[src/rtl/reflet_uart_debug_bridge_pkg.sv]
// Shared definitions for the UART debug bridge: protocol bytes, FSM
// state encoding and serial timing constants.
package reflet_uart_debug_bridge_pkg;

    localparam logic [7:0] CMD_WRITE = 8'h57;
    localparam logic [7:0] CMD_READ  = 8'h52;
    localparam logic [7:0] RSP_ACK   = 8'h06;
    localparam logic [7:0] RSP_NAK   = 8'h15;

    localparam int TICKS_PER_BIT = 4;

    typedef enum logic [2:0] {
        ST_IDLE,
        ST_ADDR,
        ST_DATA,
        ST_REQ,
        ST_ACCESS,
        ST_SAMPLE,
        ST_RESP
    } state_e;

    // Clocks per sub-bit tick, never below one so the divider stays legal.
    function automatic int tick_div(input int clk_freq, input int baud);
        int d;
        d = clk_freq / (baud * TICKS_PER_BIT);
        return (d < 1) ? 1 : d;
    endfunction

endpackage

[src/rtl/reflet_uart_bridge_serial.sv]
// Serial front end of the debug bridge: baud tick generator, 8N1 byte
// receiver with a one-cycle rx_valid_o pulse, and 8N1 byte transmitter
// started by tx_start_i and reporting completion with tx_done_o.
module reflet_uart_bridge_serial
    import reflet_uart_debug_bridge_pkg::*;
#(
    parameter int clk_freq = 1000000,
    parameter int baud     = 9600
) (
    input  logic       clk_i,
    input  logic       rst_ni,
    input  logic       rx_i,
    output logic       tx_o,
    output logic       rx_valid_o,
    output logic [7:0] rx_data_o,
    input  logic       tx_start_i,
    input  logic [7:0] tx_data_i,
    output logic       tx_done_o
);

    localparam int DIV = tick_div(clk_freq, baud);
    localparam int DW  = (DIV > 1) ? $clog2(DIV) : 1;

    logic [DW-1:0] div_cnt_q;
    logic          tick;
    logic          rx_meta_q, rx_sync_q;
    logic          rx_busy_q, rx_low_q, rx_valid_q;
    logic [1:0]    rx_tick_q;
    logic [3:0]    rx_bit_q;
    logic [7:0]    rx_shift_q;
    logic          tx_q, tx_active_q, tx_wait_q, tx_done_q;
    logic [1:0]    tx_tick_q;
    logic [3:0]    tx_bits_q;
    logic [9:0]    tx_frame_q;

    assign tick       = (div_cnt_q == DW'(DIV - 1));
    assign tx_o       = tx_q;
    assign rx_valid_o = rx_valid_q;
    assign rx_data_o  = rx_shift_q;
    assign tx_done_o  = tx_done_q;

    // Free-running divider producing one tick per quarter bit.
    always_ff @(posedge clk_i or negedge rst_ni) begin
        if (!rst_ni)
            div_cnt_q <= '0;
        else if (tick)
            div_cnt_q <= '0;
        else
            div_cnt_q <= div_cnt_q + 1'b1;
    end

    // Two-flop synchronizer for the asynchronous serial input.
    always_ff @(posedge clk_i or negedge rst_ni) begin
        if (!rst_ni) begin
            rx_meta_q <= 1'b1;
            rx_sync_q <= 1'b1;
        end else begin
            rx_meta_q <= rx_i;
            rx_sync_q <= rx_meta_q;
        end
    end

    // Receiver: two consecutive low ticks confirm a start bit, then one
    // sample every four ticks; a low stop bit silently drops the byte.
    always_ff @(posedge clk_i or negedge rst_ni) begin
        if (!rst_ni) begin
            rx_busy_q  <= 1'b0;
            rx_low_q   <= 1'b0;
            rx_valid_q <= 1'b0;
            rx_tick_q  <= '0;
            rx_bit_q   <= '0;
            rx_shift_q <= '0;
        end else begin
            rx_valid_q <= 1'b0;
            if (tick) begin
                if (!rx_busy_q) begin
                    if (!rx_sync_q) begin
                        if (rx_low_q) begin
                            rx_busy_q <= 1'b1;
                            rx_low_q  <= 1'b0;
                            rx_tick_q <= '0;
                            rx_bit_q  <= '0;
                        end else begin
                            rx_low_q <= 1'b1;
                        end
                    end else begin
                        rx_low_q <= 1'b0;
                    end
                end else begin
                    rx_tick_q <= rx_tick_q + 2'd1;
                    if (rx_tick_q == 2'(TICKS_PER_BIT - 1)) begin
                        if (rx_bit_q == 4'd8) begin
                            rx_busy_q  <= 1'b0;
                            rx_valid_q <= rx_sync_q;
                        end else begin
                            rx_shift_q <= {rx_sync_q, rx_shift_q[7:1]};
                            rx_bit_q   <= rx_bit_q + 4'd1;
                        end
                    end
                end
            end
        end
    end

    // Transmitter: a start request waits for the next tick, then shifts out
    // start, eight data bits LSB first and stop, four ticks each.
    always_ff @(posedge clk_i or negedge rst_ni) begin
        if (!rst_ni) begin
            tx_q        <= 1'b1;
            tx_active_q <= 1'b0;
            tx_wait_q   <= 1'b0;
            tx_done_q   <= 1'b0;
            tx_tick_q   <= '0;
            tx_bits_q   <= '0;
            tx_frame_q  <= '1;
        end else begin
            tx_done_q <= 1'b0;
            if (tx_start_i) begin
                tx_frame_q  <= {1'b1, tx_data_i, 1'b0};
                tx_active_q <= 1'b1;
                tx_wait_q   <= 1'b1;
                tx_bits_q   <= 4'd10;
            end else if (tick && tx_active_q) begin
                if (tx_wait_q) begin
                    tx_wait_q <= 1'b0;
                    tx_q      <= tx_frame_q[0];
                    tx_tick_q <= '0;
                end else begin
                    tx_tick_q <= tx_tick_q + 2'd1;
                    if (tx_tick_q == 2'(TICKS_PER_BIT - 1)) begin
                        if (tx_bits_q == 4'd1) begin
                            tx_active_q <= 1'b0;
                            tx_done_q   <= 1'b1;
                            tx_q        <= 1'b1;
                        end else begin
                            tx_frame_q <= {1'b1, tx_frame_q[9:1]};
                            tx_q       <= tx_frame_q[1];
                            tx_bits_q  <= tx_bits_q - 4'd1;
                        end
                    end
                end
            end
        end
    end

endmodule

[src/rtl/reflet_uart_debug_bridge.sv]
// UART-driven bus initiator. Host frames: 0x57 A.. D (write, ACK reply) and
// 0x52 A.. (read, data reply), address big-endian; anything else gets NAK.
// Optional inter-byte timeout in ADDR/DATA: REFLET_UART_BRIDGE_TIMEOUT_EN.
module reflet_uart_debug_bridge
    import reflet_uart_debug_bridge_pkg::*;
#(
    parameter int addr_size      = 16,
    parameter int clk_freq       = 1000000,
    parameter int baud           = 9600,
    parameter int timeout_cycles = 100000
) (
    input  logic                 clk_i,
    input  logic                 reset_ni,
    input  logic                 rx_i,
    output logic                 tx_o,
    output logic                 bus_req_o,
    input  logic                 bus_grant_i,
    output logic                 enable_o,
    output logic [addr_size-1:0] addr_o,
    output logic                 write_en_o,
    output logic [7:0]           data_out_o,
    input  logic [7:0]           data_in_i,
    output logic                 busy_o
);

    localparam int         N_BYTES   = addr_size / 8;
    localparam logic [1:0] LAST_BYTE = 2'(N_BYTES - 1);

    state_e               state_q;
    logic                 is_write_q, bus_req_q, enable_q, write_en_q, busy_q;
    logic                 tx_start_q;
    logic [1:0]           byte_cnt_q;
    logic [addr_size-1:0] addr_q, addr_shift_d;
    logic [7:0]           data_out_q, tx_data_q, rx_byte;
    logic                 rx_valid, tx_done, timeout_hit;

    reflet_uart_bridge_serial #(
        .clk_freq (clk_freq),
        .baud     (baud)
    ) u_serial (
        .clk_i      (clk_i),
        .rst_ni     (reset_ni),
        .rx_i       (rx_i),
        .tx_o       (tx_o),
        .rx_valid_o (rx_valid),
        .rx_data_o  (rx_byte),
        .tx_start_i (tx_start_q),
        .tx_data_i  (tx_data_q),
        .tx_done_o  (tx_done)
    );

    // Address bytes arrive MSB first, so each one shifts in from the right.
    generate
        if (addr_size > 8) begin : g_addr_wide
            assign addr_shift_d = {addr_q[addr_size-9:0], rx_byte};
        end else begin : g_addr_byte
            assign addr_shift_d = rx_byte;
        end
    endgenerate

`ifdef REFLET_UART_BRIDGE_TIMEOUT_EN
    logic [31:0] to_cnt_q;

    // Inter-byte timer, running only while a frame is being collected.
    always_ff @(posedge clk_i or negedge reset_ni) begin
        if (!reset_ni)
            to_cnt_q <= '0;
        else if (rx_valid || !(state_q == ST_ADDR || state_q == ST_DATA))
            to_cnt_q <= '0;
        else
            to_cnt_q <= to_cnt_q + 32'd1;
    end

    assign timeout_hit = (to_cnt_q == 32'(timeout_cycles - 1));
`else
    logic unused_timeout;
    assign unused_timeout = ^timeout_cycles;
    assign timeout_hit    = 1'b0;
`endif

    assign bus_req_o  = bus_req_q;
    assign enable_o   = enable_q;
    assign addr_o     = addr_q;
    assign write_en_o = write_en_q;
    assign data_out_o = data_out_q;
    assign busy_o     = busy_q;

    // Bridge FSM with all bus and handshake outputs registered.
    always_ff @(posedge clk_i or negedge reset_ni) begin
        if (!reset_ni) begin
            state_q    <= ST_IDLE;
            is_write_q <= 1'b0;
            bus_req_q  <= 1'b0;
            enable_q   <= 1'b0;
            write_en_q <= 1'b0;
            busy_q     <= 1'b0;
            tx_start_q <= 1'b0;
            byte_cnt_q <= '0;
            addr_q     <= '0;
            data_out_q <= '0;
            tx_data_q  <= '0;
        end else begin
            tx_start_q <= 1'b0;
            case (state_q)
                ST_IDLE: begin
                    if (rx_valid) begin
                        byte_cnt_q <= '0;
                        busy_q     <= 1'b1;
                        if (rx_byte == CMD_WRITE || rx_byte == CMD_READ) begin
                            is_write_q <= (rx_byte == CMD_WRITE);
                            state_q    <= ST_ADDR;
                        end else begin
                            tx_data_q  <= RSP_NAK;
                            tx_start_q <= 1'b1;
                            state_q    <= ST_RESP;
                        end
                    end
                end
                ST_ADDR: begin
                    if (rx_valid) begin
                        addr_q     <= addr_shift_d;
                        byte_cnt_q <= byte_cnt_q + 2'd1;
                        if (byte_cnt_q == LAST_BYTE) begin
                            if (is_write_q) begin
                                state_q <= ST_DATA;
                            end else begin
                                state_q   <= ST_REQ;
                                bus_req_q <= 1'b1;
                            end
                        end
                    end else if (timeout_hit) begin
                        state_q <= ST_IDLE;
                        busy_q  <= 1'b0;
                    end
                end
                ST_DATA: begin
                    if (rx_valid) begin
                        data_out_q <= rx_byte;
                        state_q    <= ST_REQ;
                        bus_req_q  <= 1'b1;
                    end else if (timeout_hit) begin
                        state_q <= ST_IDLE;
                        busy_q  <= 1'b0;
                    end
                end
                ST_REQ: begin
                    if (bus_grant_i) begin
                        state_q    <= ST_ACCESS;
                        enable_q   <= 1'b1;
                        write_en_q <= is_write_q;
                    end
                end
                ST_ACCESS: begin
                    if (is_write_q) begin
                        enable_q   <= 1'b0;
                        write_en_q <= 1'b0;
                        bus_req_q  <= 1'b0;
                        tx_data_q  <= RSP_ACK;
                        tx_start_q <= 1'b1;
                        state_q    <= ST_RESP;
                    end else begin
                        state_q <= ST_SAMPLE;
                    end
                end
                ST_SAMPLE: begin
                    enable_q   <= 1'b0;
                    bus_req_q  <= 1'b0;
                    tx_data_q  <= data_in_i;
                    tx_start_q <= 1'b1;
                    state_q    <= ST_RESP;
                end
                ST_RESP: begin
                    if (tx_done) begin
                        state_q <= ST_IDLE;
                        busy_q  <= 1'b0;
                    end
                end
                default: begin
                    state_q <= ST_IDLE;
                    busy_q  <= 1'b0;
                end
            endcase
        end
    end

endmodule

[config.mk]
export PLATFORM = sky130hd
export DESIGN_NAME = reflet_uart_debug_bridge
export DESIGN_NICKNAME = d
export VERILOG_FILES = /design/src/rtl/reflet_uart_debug_bridge_pkg.sv /design/src/rtl/reflet_uart_bridge_serial.sv /design/src/rtl/reflet_uart_debug_bridge.sv
export SDC_FILE = /design/constraint.sdc
export NUM_CORES = 1
export LEC_CHECK = 0
export BUFFER_PORTS_ARGS = -buffer_cell sky130_fd_sc_hd__buf_2
export CAP_MARGIN = 0
export CORE_MARGIN = 1
export CORE_UTILIZATION = 40
export DETAILED_ROUTE_END_ITERATION = 10
export PLACE_DENSITY = 0.64
export SLEW_MARGIN = 10
export SYNTH_ARGS = -nofsm -noshare
export SYNTH_HDL_FRONTEND = slang
export SYNTH_SLANG_ARGS = --single-unit
[constraint.sdc]
create_clock -name clk_i -period 5.5 [get_ports clk_i]
set_clock_uncertainty 0.15 [all_clocks]
set_input_delay 0.275 -clock clk_i [delete_from_list [all_inputs] [get_ports clk_i]]
set_output_delay 0.275 -clock clk_i [all_outputs]
set_load 0.01 [all_outputs]
**Word-level counts from Yosys, hierarchy flattened**

Cells that the tools add are included.
Widths: inputs -> output; s select.

- Logic and storage cells: 176
- Memories: 0
- Memory bits (writable): 0
- Bits in registers: 87
- Bits of input ports: 12
- ROM bits: 0
- Latch bits: 0

- Shift operators: 0
- Multiplexer cells: 79
- Divide/modulo/power cells: 0
- $mul: 0
- Add/subtract/negate cells: 6
- Magnitude comparators: 0
- Equality and inequality tests: 28
- Bitwise logic cells: 4
- Reduce and logical (&&, ||, !) cells: 32

Operator list:

| cell | count |
|---|---|
| $mux 10 | 5 |
| $mux 4 | 10 |
| $mux 1 | 38 |
| $mux 8 | 3 |
| $pmux 8 s3 | 1 |
| $mux 3 | 7 |
| $pmux 3 s7 | 1 |
| $reduce_and 3->1 | 7 |
| $ne 2x2->1 const B | 10 |
| $eq 8x7->1 const B | 2 |
| $reduce_and 4->1 | 4 |
| $mux 2 | 7 |
| $reduce_bool 2->1 | 7 |
| $reduce_and 6->1 | 2 |
| $eq 3x3->1 const B | 3 |
| $pmux 1 s3 | 3 |
| $ne 2x1->1 const B | 4 |
| $reduce_and 2->1 | 4 |
| $add 2x1->2 const B | 3 |
| $eq 3x2->1 const B | 2 |
| $reduce_bool 3->1 | 2 |
| $add 5x1->5 const B | 1 |
| $eq 5x5->1 const B | 1 |
| $mux 5 | 1 |
| 17 further kinds | 21 |

**Longest topological paths before layout**

- Depth in word-level cells: 6
- Depth in mapped cells: 7

**Modules after synthesis**

From an unflattened synthesis, not the netlist that was laid out.

- Cells, all modules: 365
- Area total of the unflattened synthesis: 3888.7 µm²

Modules (own cells, without submodules):

| module | cells an instance | times used | area an instance (µm²) |
|---|---|---|---|
| reflet_uart_bridge_serial | 182 | 1 | 2023.2 |
| reflet_uart_debug_bridge | 183 | 1 | 1865.5 |

**Worst setup path before layout**

OpenSTA, ideal clock, no wires.

- Kind: reg-to-reg
- Start point: reg u_serial.div_cnt_q[0]
- End point: reg u_serial.rx_shift_q[1], in the netlist u_serial.rx_data_o[1]
- Data required time: 5.225 ns
- Slack: 3.722 ns
- Period minus slack after synthesis: 1.778 ns
- Buffers on the path: 1
- Data arrival time: 1.504 ns
- Cell stages (with the launch flop): 6
- Cell sequence: dfrtp_1 -> ha_1 -> and4b_1 -> nand4_1 -> buf_2 -> mux2_2

- Word-level cells in the longest chain between the ends: 2

Ends and longest elaborated chain:

| item | line | text |
|---|---|---|
| start: declaration | reflet_uart_bridge_serial.sv:24 | `logic [DW-1:0] div_cnt_q;` |
| start signal: assignment | reflet_uart_bridge_serial.sv:49 | `div_cnt_q <= div_cnt_q + 1'b1;` |
| $eq 5x5->1 | reflet_uart_bridge_serial.sv:36 | `assign tick = (div_cnt_q == DW'(DIV - 1));` |
| $reduce_and 4->1 (no line) | n/a |  |
| end signal: assignment | reflet_uart_bridge_serial.sv:96 | `rx_shift_q <= {rx_sync_q, rx_shift_q[7:1]};` |
| end: declaration | reflet_uart_bridge_serial.sv:30 | `logic [7:0] rx_shift_q;` |

Every way passes these cells.
A chain may end at the register's enable or synchronous reset.

**Worst setup path in the final report**

- Start point: reg u_serial.div_cnt_q[1]
- End point: reg u_serial.rx_bit_q[2]

- Word-level cells in the longest chain between the ends: 2

Ends and longest elaborated chain:

| item | line | text |
|---|---|---|
| $eq 5x5->1 | reflet_uart_bridge_serial.sv:36 |  |
| $reduce_and 5->1 (no line) | n/a |  |
| end signal: assignment | reflet_uart_bridge_serial.sv:97 | `rx_bit_q <= rx_bit_q + 4'd1;` |
| end: declaration | reflet_uart_bridge_serial.sv:29 | `logic [3:0] rx_bit_q;` |

Every way passes these cells.

==> flow_summary.ini <==
[run_status]
status = complete, no violations

[die]
die_y_um = 100
start_util_pct = 41.5
design.die.area_mm2 = 0.0101
fp-row-count = 35
die_w_um = 100
ios = 41
coreArea_mm2 = 0.00933

[sta]
slew_headroom_pct = 52.1
rsz0062_at_grt = no
hold_viol_final = 0
fmax_mhz = 384
fin_crit_sh_pct = 47.4
finalSetupTns_ns = 0
fin_worst_hold_slack_ns = 0.0337
setup_viol = 0
tightest_slew_ns = 0.719
finalCriticalPeriod_ns = 2.61
drv_slew = 0

[logic_synthesis]
async_reset_ff_share_pct = 100
avgSynthCellArea_um2 = 11.2
synth-edff-count = 0
syn_area_mm2 = 0.00387
syn_inst = 346
ys_ff_latch = 86
yosys_warnings = 0
syn_nets = 367
yosysSeqAreaShare_pct = 55.9
yosys.cell_types.count = 52
synth-main-ff-cell = dfrtp_1

[clock_network]
cts_buffer_depth = 2
clk_transition_reported_paths_ns = 0.08
clk_latency_ns = 0.35
cts_num_sinks = 86
cts_tree = done
htree_levels = 3
cts-buffers-inserted = 9
postCtsResizedCells = 0
cts_setup_buffers = 0
holdBufCountCts = 6
cts-root-buf = clkbuf_8

[layout]
antenna_cells = 0
drive_gt1_share_pct = 26.8
register_area_mm2 = 0.00217
multi_input_area_mm2 = 0.00155
fillers = 865
final_core_util_pct = 47.2
final_common_cell = dfrtp_1
design_area_mm2 = 0.00440
layout_common_cells = 74 x dfrtp_1, 39 x buf_2, 34 x nand2_1, 31 x mux2_2, 27 x a21oi_1
nets = 411
area_growth_pct = 13.7

[global_route]
grt_pass1_vias = 2552
grt_pass1_wl_um = 12400
grt_overflow_total = 0
antenna_found_initial = 0
grt_max_degree = 59
grt_usage_pct = 15.6

[placement]
place_area_mm2 = 0.00417
gp_congestion = 0.775
hpwl_um = 4790
io_buffers = 40

[power_and_ir_drop]
seqPwrFrac_pct = 60.4
p_sw_share_pct = 23.4
combPwrFrac_pct = 2.6
p_int_w = 0.000820
vdd_drop_max_v = 0.0000982
pwr_density_cell_mw_per_mm2 = 243
power_leakage_nw = 2.16
power.share.clock_pct = 37.0
p_switching_w = 0.000250

[flow_run]
cap_viol_max_count = 0

[critical_path]
cp_data_arrival_time_ns = 2.75
startpoint_type = register
end_kind = register
required_ns = 5.65
critPathMaxFanout = 14
worst-setup-path-type = register to register

[hold_path]
hp-class = input port to register

[routing]
vias = 2669
ant_nets = 0
wl_per_cell_um = 13.5
viasPerCell = 5.09
drc = 0
drt_iter0_drc = 124
drtPass1Iterations = 4
wirelength_um = 7090
flip-flops by register name (all words and copies together), names as in the netlist, 2 cells and up:
register,flops
u_serial.div_cnt_q,5
data_out_o,8
tx_data_q,8
u_serial.tx_bits_q,4
u_serial.tx_tick_q,2
u_serial.tx_frame_q,9
u_serial.rx_bit_q,4
state_q,3
u_serial.rx_tick_q,2
byte_cnt_q,2
addr_o,16
u_serial.rx_data_o,8
routing by layer:
layer / GRT usage (%) / vias to the layer above / share of wire (%)
met2: 24.4 / 48 / 47
li1: - / 1310 / -
met1: 21.5 / 1302 / 48
met5: 0 / - / 0
met3: 3.55 / 9 / 3.4
met4: 5.35 / 0 / 1.2
path summary, 6_finish.rpt:
check / slack, ns / end / cells past startpoint / start
hold reg to reg: 0.21 / u_serial.rx_sync_q / 0 / u_serial.rx_meta_q
min in group asynchronous: 0.22 / u_serial.div_cnt_q[4] / 2 / reset_ni
max in group asynchronous: 3.94 / tx_data_q[1] / 3 / reset_ni
setup reg to reg: 2.89 / u_serial.rx_bit_q[2] / 6 / u_serial.div_cnt_q[1]
setup / recovery: 2.89 / u_serial.rx_bit_q[2] / 6 / u_serial.div_cnt_q[1]
hold / removal: 0.03 / tx_data_q[2] / 3 / data_in_i[2]
metrics by stage:
stage	setup slack, ns	std cells	power, W
final	2.89	524	0.00107
after global placement	3.03	502	0.000683
after detailed placement	2.89	502	0.000683
after floorplan	3.72	346	0.000663
after global routing	2.70	524	0.00112
after CTS	2.87	524	0.00109
layout make-up:
type | instances | share of cell area, %
Tap cell | 129 | 3.66
Multi-Input combinational cell | 226 | 35.3
Sequential cell | 86 | 49.2
Clock buffer | 10 | 2.90
Inverter | 19 | 1.62
Timing Repair Buffer | 48 | 6.31
Clock inverter | 6 | 1.02
power groups by stage:
stage	registers, W	clock network [W]	logic (W)
6_report	0.000646	0.000396	0.0000277
5_1_grt	0.000647	0.000440	0.0000329
4_1_cts	0.000646	0.000416	0.0000290
3_5_place_dp	0.000658	0	0.0000256
3_3_place_gp	0.000658	0	0.0000250
2_1_floorplan	0.000657	0	0.00000651
kinds of logic after synthesis:
group,Yosys count,share of synthesized area (%)
AO/OA/AOI/OAI,75,12.0
adder cells (fa/ha/maj),9,2.91
buffers and inverters,34,3.94
flip-flops,86,55.9
XOR/XNOR,4,0.905
AND/OR/NAND/NOR,102,14.0
multiplexers,36,10.3
critical path: stages (launching register included):
cell,delay [ns]
dfrtp_1,0.41
inv_1,0.06
ha_1,0.17
and4b_1,0.50
nand4_1,0.53
or4b_1,0.64
nand2_1,0.08
synthesized netlist by cell type (all sizes together), types with 4 or more instances:
cell | instances | area (um2)
a21oi | 27 | 135
a22o | 8 | 70.1
buf | 9 | 58.8
clkbuf | 6 | 22.5
dfrtp | 74 | 1850
dfstp | 12 | 315
ha | 9 | 113
inv | 19 | 71.3
mux2 | 32 | 360
mux2i | 4 | 40.0
nand2 | 34 | 128
nand2b | 5 | 31.3
nand3 | 8 | 40.0
nor2 | 18 | 67.6
nor2b | 10 | 65.1
nor3 | 4 | 31.3
o21ai | 19 | 98.9
o22ai | 4 | 25.0
No activity file was read; power rests on OpenSTA's default activity.
